<file path="config.mk">
export PLATFORM = sky130hd
export DESIGN_NAME = bram_stall_ctrl
export DESIGN_NICKNAME = d
export VERILOG_FILES = /design/src/rtl/bram_stall_ctrl.sv
export SDC_FILE = /design/constraint.sdc
export NUM_CORES = 1
export LEC_CHECK = 0
export BUFFER_PORTS_ARGS = -buffer_cell sky130_fd_sc_hd__buf_2
export CAP_MARGIN = 15
export CORE_MARGIN = 2
export CORE_UTILIZATION = 35
export CTS_CLUSTER_DIAMETER = 100
export CTS_CLUSTER_SIZE = 40
export DETAILED_ROUTE_END_ITERATION = 8
export PLACE_DENSITY_LB_ADDON = 0.1
export SKIP_LAST_GASP = 1
export SLEW_MARGIN = 15
export SYNTH_ARGS = -nofsm -noshare
export SYNTH_HDL_FRONTEND = slang
export SYNTH_SLANG_ARGS = --single-unit
</file>
<file path="constraint.sdc">
create_clock -name clk -period 1.6 [get_ports clk]
set_input_delay 0.16 -clock clk [delete_from_list [all_inputs] [get_ports clk]]
set_output_delay 0.16 -clock clk [all_outputs]
set_load 0.03 [all_outputs]
</file>
<file path="src/rtl/bram_stall_ctrl.sv">
// Issue gate: stalls an instruction until every BRAM-served source operand has delivered data.
// Optional sticky stall-timeout error flag enabled by defining BRAM_STALL_TIMEOUT_EN.

`ifndef NAMESPACE_DATA
`define NAMESPACE_DATA 1
`endif
`ifndef NAMESPACE_WEIGHT
`define NAMESPACE_WEIGHT 2
`endif
`ifndef NAMESPACE_GRADIENT
`define NAMESPACE_GRADIENT 3
`endif
`ifndef NAMESPACE_META
`define NAMESPACE_META 4
`endif

module bram_stall_ctrl #(
  parameter int                    SRC_NUM        = 3,
  parameter int                    NS_W           = 3,
  parameter logic [(1<<NS_W)-1:0]  BRAM_NS_MASK   = (1<<NS_W)'((1 << `NAMESPACE_DATA)
                                                    | (1 << `NAMESPACE_WEIGHT)
                                                    | (1 << `NAMESPACE_GRADIENT)
                                                    | (1 << `NAMESPACE_META)),
  parameter int                    CNT_W          = 8,
  parameter int                    TIMEOUT_CYCLES = 200
) (
  input  logic                          clk,
  input  logic                          reset,
  input  logic [(1<<NS_W)-1:0]          ns_out_v,
  input  logic [SRC_NUM*(1<<NS_W)-1:0]  src_decoder_out,
  input  logic                          inst_valid,
  input  logic                          timeout_clr,
  output logic [SRC_NUM-1:0]            src_v_bram,
  output logic                          inst_stall_bram,
  output logic                          inst_fire,
  output logic [CNT_W-1:0]              stall_cycles,
  output logic                          stall_timeout
);

  localparam int NS_NUM = 1 << NS_W;
  localparam logic [CNT_W-1:0] CNT_MAX = {CNT_W{1'b1}};

  typedef enum logic {
    IDLE = 1'b0,
    WAIT = 1'b1
  } state_t;

  state_t               state_q, state_d;
  logic [SRC_NUM-1:0]   got_q, got_d;
  logic [CNT_W-1:0]     stall_cycles_q, stall_cycles_d;
  logic [SRC_NUM-1:0]   req, hit, got_eff;
  logic [NS_NUM-1:0]    slice;
  logic                 inst_done;

  // got is masked during reset so outputs reflect the post-reset view immediately
  always_comb begin
    req        = '0;
    hit        = '0;
    slice      = '0;
    got_eff    = reset ? '0 : got_q;
    src_v_bram = '0;
    for (int i = 0; i < SRC_NUM; i++) begin
      slice         = src_decoder_out[i*NS_NUM +: NS_NUM];
      req[i]        = |(slice & BRAM_NS_MASK);
      hit[i]        = (|(slice & BRAM_NS_MASK & ns_out_v)) & inst_valid;
      src_v_bram[i] = (hit[i] | got_eff[i]) & inst_valid;
    end
    inst_stall_bram = inst_valid & (|(req & ~src_v_bram));
    inst_fire       = inst_valid & ~inst_stall_bram;
    inst_done       = inst_fire | ~inst_valid;
  end

  always_comb begin
    state_d        = state_q;
    got_d          = got_q | hit;
    stall_cycles_d = stall_cycles_q;
    case (state_q)
      IDLE:    if (inst_stall_bram) state_d = WAIT;
      WAIT:    if (inst_done) state_d = IDLE;
      default: state_d = IDLE;
    endcase
    // Retiring or dropping the instruction wipes the collected operand state
    if (inst_done) begin
      got_d          = '0;
      stall_cycles_d = '0;
    end else if (inst_stall_bram && stall_cycles_q != CNT_MAX) begin
      stall_cycles_d = stall_cycles_q + 1'b1;
    end
  end

  always_ff @(posedge clk) begin
    if (reset) begin
      state_q        <= IDLE;
      got_q          <= '0;
      stall_cycles_q <= '0;
    end else begin
      state_q        <= state_d;
      got_q          <= got_d;
      stall_cycles_q <= stall_cycles_d;
    end
  end

  assign stall_cycles = stall_cycles_q;

`ifdef BRAM_STALL_TIMEOUT_EN
  logic timeout_q, timeout_d;

  // A fresh set wins over a same-cycle clear
  always_comb begin
    timeout_d = timeout_q & ~timeout_clr;
    if (inst_stall_bram && stall_cycles_q == CNT_W'(TIMEOUT_CYCLES)) timeout_d = 1'b1;
  end

  always_ff @(posedge clk) begin
    if (reset) timeout_q <= 1'b0;
    else       timeout_q <= timeout_d;
  end

  assign stall_timeout = timeout_q;
`else
  logic unused_timeout;
  assign unused_timeout = timeout_clr ^ (TIMEOUT_CYCLES == 0);
  assign stall_timeout  = 1'b0;
`endif

endmodule

</file>
==> results.md, run 1 <==
* Final Hold Viols at 0
* RSZ-0062 raised after global routing: yes
* Hold WS at 0.370 ns
* Global-route wire length before repair at 3080 um
* Ports at 50
* GP Congestion at 0.796
* H-tree levels at 1
* Mapped cell area at 668 um2
* Worst vdd ir at 405 uV
* Number of clock sinks at 11
* All-Layer GR Usage at 0.196
* Setup CP Type: reg2out
* Initial antenna violation count at 0
* CP arrival at 1.49 ns
* Final min period at 1.65 ns
* PD cells at 643 nW/um2
* Syn avg cell area at 8.05 um2
* Delay-heaviest family, CP: flip-flops
* Ratio of cells with drive above 1 in the final layout at 0.524
* CTS tree: built
* Measured slew at the worst slew-check pin at 0.518 ns
* Post-layout nets at 162
* Die ar. at 2270 um2
* Drt via density at 5.24
* Clock skew at 0.00394 ns
* Setup Viol. Count Final at 1
* Worst setup EP type: primary output
* Vias in the first global route at 683
* Drc violations at 0
* Layout area overhead at 56.9%
* Register area share after synthesis at 0.330
* Max Cap Violations at 0
* Final WS setup at -0.0534 ns
* Syn. warnings at 0
* Row cnt at 15
* Setup TNS at -0.0534 ns
* Syn nets at 120
* Gr ovfl total at 0
* Place WS at 0.0680 ns
* Post-layout util at 0.594
* Yosys cell types at 24
* Tightest Hold Check Type: in2reg
* Die height at 47.7 um
* Hpwl dp at 1440 um
* IO buf count at 31
* Slowest CP cell: dfxtp_2
* Worst slew margin at 0.651
* Yosys reg bits at 11
* Most common cell after layout, fill and taps aside: buf_2
* WP data required at 1.44 ns
* Longest Clk Path Bufs at 2
* Routed len/inst at 12.8 um
* Iteration-0 DRC Markers at 10
* Diode count at 0
* CP cell instances: nand2b_4 -> a31oi_4 -> nor2_4 -> buf_6 -> nor4_4 -> buf_4
* Mapped Cells at 83
* Fin. max-slew vios at 0
* Status: finished with violations
* Fmax at 0.605 GHz
* Failing checks: setup timing
* Max FO, Critical Path at 2
* Critical path buffers and inverters at 2
* Static Leak at 0.472 nW
* Via count at 781
* Num CTS Buffers at 3
* Floorplan core area at 1760 um2
* CTS root buf: clkbuf_4
* Initial Util at 0.379
* Pin count of the biggest net entering global routing at 12
* Number of iterations in the first detailed-routing pass at 4
* Critical Path Max Stage Delay at 0.35 ns
* Die W at 47.7 um
* PnR Total Power at 0.000674 W
* Final cycle utilization of the critical path at 1.03
* Layout fillers at 174
* ANT nets after route at 0
* Crit start category: flop
* Commonest cells after routing, fill and taps aside: 30 x buf_2, 9 x nand2_1, 9 x nor3_1, 9 x nor2_1
* Total routed wirelength at 1900 um
* CTS clk-pin slew, worst paths at 0.07 ns
* Clock Latency Late Sink at 0.27 ns
-- worst paths after layout --
kind,slack [ns],cells past startpoint,end,start
setup reg to reg,0.11,5,stall_cycles[6]$_SDFFE_PP0P_,stall_cycles[0]$_SDFFE_PP0P_
setup / recovery,-0.05,6,inst_fire,got_q[0]$_SDFF_PP0_
hold reg to reg,0.50,2,got_q[2]$_SDFF_PP0_,got_q[2]$_SDFF_PP0_
hold / removal,0.37,5,got_q[0]$_SDFF_PP0_,src_decoder_out[2]
-- cell usage after synthesis, drive strengths merged --
master / instances / share of area
a22oi: 6 / 0.067
nor4: 4 / 0.037
nor3: 10 / 0.092
buf: 1 / 0.011
nand2: 9 / 0.051
ha: 1 / 0.019
dfxtp: 11 / 0.33
nor2: 15 / 0.12
xor2: 1 / 0.013
a31oi: 4 / 0.037
o21ai: 3 / 0.022
nor2b: 1 / 0.0094
conb: 1 / 0.0056
nand3: 4 / 0.037
inv: 1 / 0.0056
or2: 1 / 0.013
nand2b: 4 / 0.037
mux2i: 3 / 0.045
clkbuf: 1 / 0.0056
a2111oi: 2 / 0.045
-- power breakdown --
part	internal [W]	switching [W]	total, W	leakage (nW)
sequential	0.000283	0.00000815	0.000291	0.0918
clock	0.0000965	0.0000941	0.000191	0.0150
combinational	0.0000806	0.000112	0.000193	0.365
-- routing by layer --
layer / vias to the layer above / GRT usage / share of wire
met3: 0 / 0.0906 / 0.049
met5: - / 0 / 0
li1: 395 / - / -
met4: 0 / 0.0378 / 0
met2: 19 / 0.283 / 0.49
met1: 367 / 0.269 / 0.46
-- state kept, by name, summed over array words and instances, names as in the netlist --
| register | count |
|---|---|
| got_q | 3 |
| stall_cycles | 8 |
-- metrics by stage --
stage | instances | instance area [um2]
after floorplan | 83 | 737
after global placement | 143 | 957
after detailed placement | 143 | 957
after CTS | 148 | 993
after global routing | 149 | 1050
final | 149 | 1050
-- cell type report --
cell class                 instances  area [um2]  area share
inverter                           1        3.75     0.00358
sequential                        11         228       0.217
tap                               25        31.3      0.0298
clock buffer                       4        26.3      0.0251
timing repair buffer              39         229       0.218
multi-input combinational         69         531       0.506
-- cells by family after synthesis --
family                   synth area share
AND/OR/NAND/NOR                     0.393
adder cells (fa/ha/maj)            0.0187
AO/OA/AOI/OAI                       0.172
other                             0.00561
flip-flops                          0.330
XOR/XNOR                           0.0131
buffers and inverters              0.0225
multiplexers                       0.0449
-- worst register-to-register path: cells and delay by family (launching register included) --
| family | cells | cell delay, ns |
|---|---|---|
| compound gates | 1 | 0.31 |
| fa+ha+maj | 1 | 0.22 |
| flops | 1 | 0.38 |
| simple gates | 3 | 0.49 |
-- timing repair --
action                     4_1_cts  5_1_grt
pin swaps                        1        6
setup endpoints to repair        2        2
setup buffers                    1        1
hold buffers                     0        0
resized for setup                1       12
Power figures use the tool's default switching activity.
==> inputs of run 2 (changes only) <==
Settings changed: ABC_AREA set to 1, TNS_END_PERCENT set to 20.
==> run 2 against run 1 <==
Net effect: the flow now finishes without violations; combinational power fell by 24%; register-to-register slack improved by 0.08 ns; flip-flop and latch count did not move; non-clock buffer count fell by 8; synthesized area rose by 6.9%; maximum frequency rose by 13%; setup slack improved by 0.20 ns; first-iteration DRC count fell by 10%; critical endpoint unchanged; largest cell class unchanged; largest power group unchanged; highest routed layer is now met4.
==> results.md, run 2 <==
* Yosys cell types at 23
* CTS clk-pin slew, worst paths at 0.07 ns
* Cts hold-fix bufs at 0
* GP Congestion at 0.771
* Max FFs per register at 8
* Most numerous cell in the Yosys netlist: nand2_1
* Worst vdd ir at 340 uV
* Diode count at 0
* Largest family of logic cells by synthesized area: simple AND/OR/NAND/NOR gates
* Static Leak at 0.502 nW
* Post-CTS Setup Inserts at 0
* Die ar. at 2420 um2
* Synth area leaders: dfxtp_1 31%, nand2_1 20%, nor2_1 7.9%, inv_1 6.3%, a21oi_1 4.9%
* CTS tree: built
* Post-layout util at 0.475
* Syn nets at 148
* Fin. max-slew vios at 0
* Clock skew at 0.00228 ns
* Tightest Hold Check Type: in2reg
* Synth top cells by count: 39 x nand2_1, 15 x nor2_1, 12 x inv_1, 11 x dfxtp_1, 7 x a21oi_1
* Syn avg cell area at 6.44 um2
* Most common cell after layout, fill and taps aside: nand2_1
* Compound-Gate Fraction of Synth Area at 0.0701
* Worst setup EP type: primary output
* Setup Viol. Count Final at 0
* Predominant post-synthesis flop cell: dfxtp_1
* Global-route wire length before repair at 2720 um
* Vias in the first global route at 665
* Pin count of the biggest net entering global routing at 11
* Layout area overhead at 29.1%
* ANT nets after route at 0
* Hpwl dp at 1300 um
* Syn. warnings at 0
* Final cycle utilization of the critical path at 0.911
* Mapped cell area at 714 um2
* Die height at 49.2 um
* Clock Latency Late Sink at 0.27 ns
* Register area share after synthesis at 0.308
* Synth Area in Simple Gates at 0.485
* Status: completed
* IO buf count at 31
* Via count at 766
* CP arrival at 1.30 ns
* Number of clock sinks at 11
* Synth area leader: dfxtp_1
* Final min period at 1.46 ns
* Max Cap Violations at 0
* WP data required at 1.44 ns
* Iteration-0 DRC Markers at 9
* Mapped Cells at 111
* Final Hold Viols at 0
* All-Layer GR Usage at 0.146
* Setup CP Type: reg2out
* Num CTS Buffers at 3
* Drt via density at 4.45
* Longest Clk Path Bufs at 2
* Crit start category: flop
* Initial antenna violation count at 0
* PD cells at 677 nW/um2
* Ports at 50
* Mux cell area share after synthesis at 0
* CTS root buf: clkbuf_4
* Post-layout nets at 183
* Post_cts resized at 0
* Top cell type's share of synthesized area at 0.308
* Routed len/inst at 9.09 um
* Floorplan core area at 1940 um2
* Die W at 49.2 um
* RSZ-0062 raised after global routing: no
* H-tree levels at 1
* Initial Util at 0.368
* Ratio of cells with drive above 1 in the final layout at 0.310
* Post-synthesis xor/xnor area fraction at 0.0245
* Fmax at 0.686 GHz
* Total routed wirelength at 1560 um
* Max FO, Critical Path at 6
* Setup TNS at 0 ns
* Post-synthesis adder-cell area fraction at 0.0175
* Drc violations at 0
* Commonest cells after routing, fill and taps aside: 39 x nand2_1, 31 x buf_2, 15 x nor2_1, 12 x inv_1, 11 x dfxtp_1
* Row cnt at 16
* Number of iterations in the first detailed-routing pass at 4
* Ys async rst share at 0
* Gr ovfl total at 0
* Post-synth EDFFs at 0
* Yosys reg bits at 11
run 2: kinds of logic after synthesis:
kind of cell | after synthesis
AO/OA/AOI/OAI | 10
XOR/XNOR | 2
adder cells (fa/ha/maj) | 1
buffers and inverters | 16
flip-flops | 11
other | 1
AND/OR/NAND/NOR | 70
run 2: through the flow:
step	hold slack, ns	area [um2]	cells	power (W)	setup slack [ns]
2_1_floorplan	0.328	714	111	0.000387	0.0930
4_1_cts	0.231	922	172	0.000635	0.126
5_1_grt	0.236	922	172	0.000662	0.0419
6_report	0.230	922	172	0.000624	0.143
3_5_place_dp	0.440	896	168	0.000440	0.201
3_3_place_gp	0.435	896	168	0.000437	0.212
run 2: where the power goes:
group          internal, W  leakage (nW)  total (W)  switching (W)
clock network    0.0000967        0.0150   0.000193      0.0000958
logic            0.0000513         0.398   0.000146      0.0000947
registers         0.000281        0.0894   0.000286     0.00000457
total             0.000429         0.502   0.000624       0.000195
run 2: cell type report:
type | count | area (um2)
Inverter | 15 | 56.3
Sequential cell | 11 | 220
Multi-Input combinational cell | 84 | 430
Clock buffer | 4 | 26.3
Timing Repair Buffer | 31 | 155
Fill cell | 230 | 1020
Tap cell | 27 | 33.8
run 2: worst paths after layout:
check | start | to | slack, ns | depth (start not counted)
max | got_q[0]$_SDFF_PP0_ | inst_fire | 0.14 | 7
min | inst_valid | stall_cycles[2]$_SDFFE_PP0P_ | 0.23 | 3
max reg2reg | stall_cycles[0]$_SDFFE_PP0P_ | stall_cycles[5]$_SDFFE_PP0P_ | 0.19 | 7
min reg2reg | got_q[1]$_SDFF_PP0_ | got_q[1]$_SDFF_PP0_ | 0.45 | 2
run 2: per-layer routing:
metal / global-route usage / vias up / wire [um]
met5: 0 / - / 0
met3: 0.0491 / 2 / 71
met2: 0.225 / 14 / 697
li1: - / 414 / -
met1: 0.187 / 336 / 785
met4: 0.0571 / 0 / 10
run 2: critical path: stages (launching register included):
cell and delay, ns:
dfxtp_1 0.33, nand2_1 0.05, nand2_1 0.06, nand2_1 0.06, nand2_1 0.10, nand3_4 0.11, nor2_1 0.11, buf_2 0.20
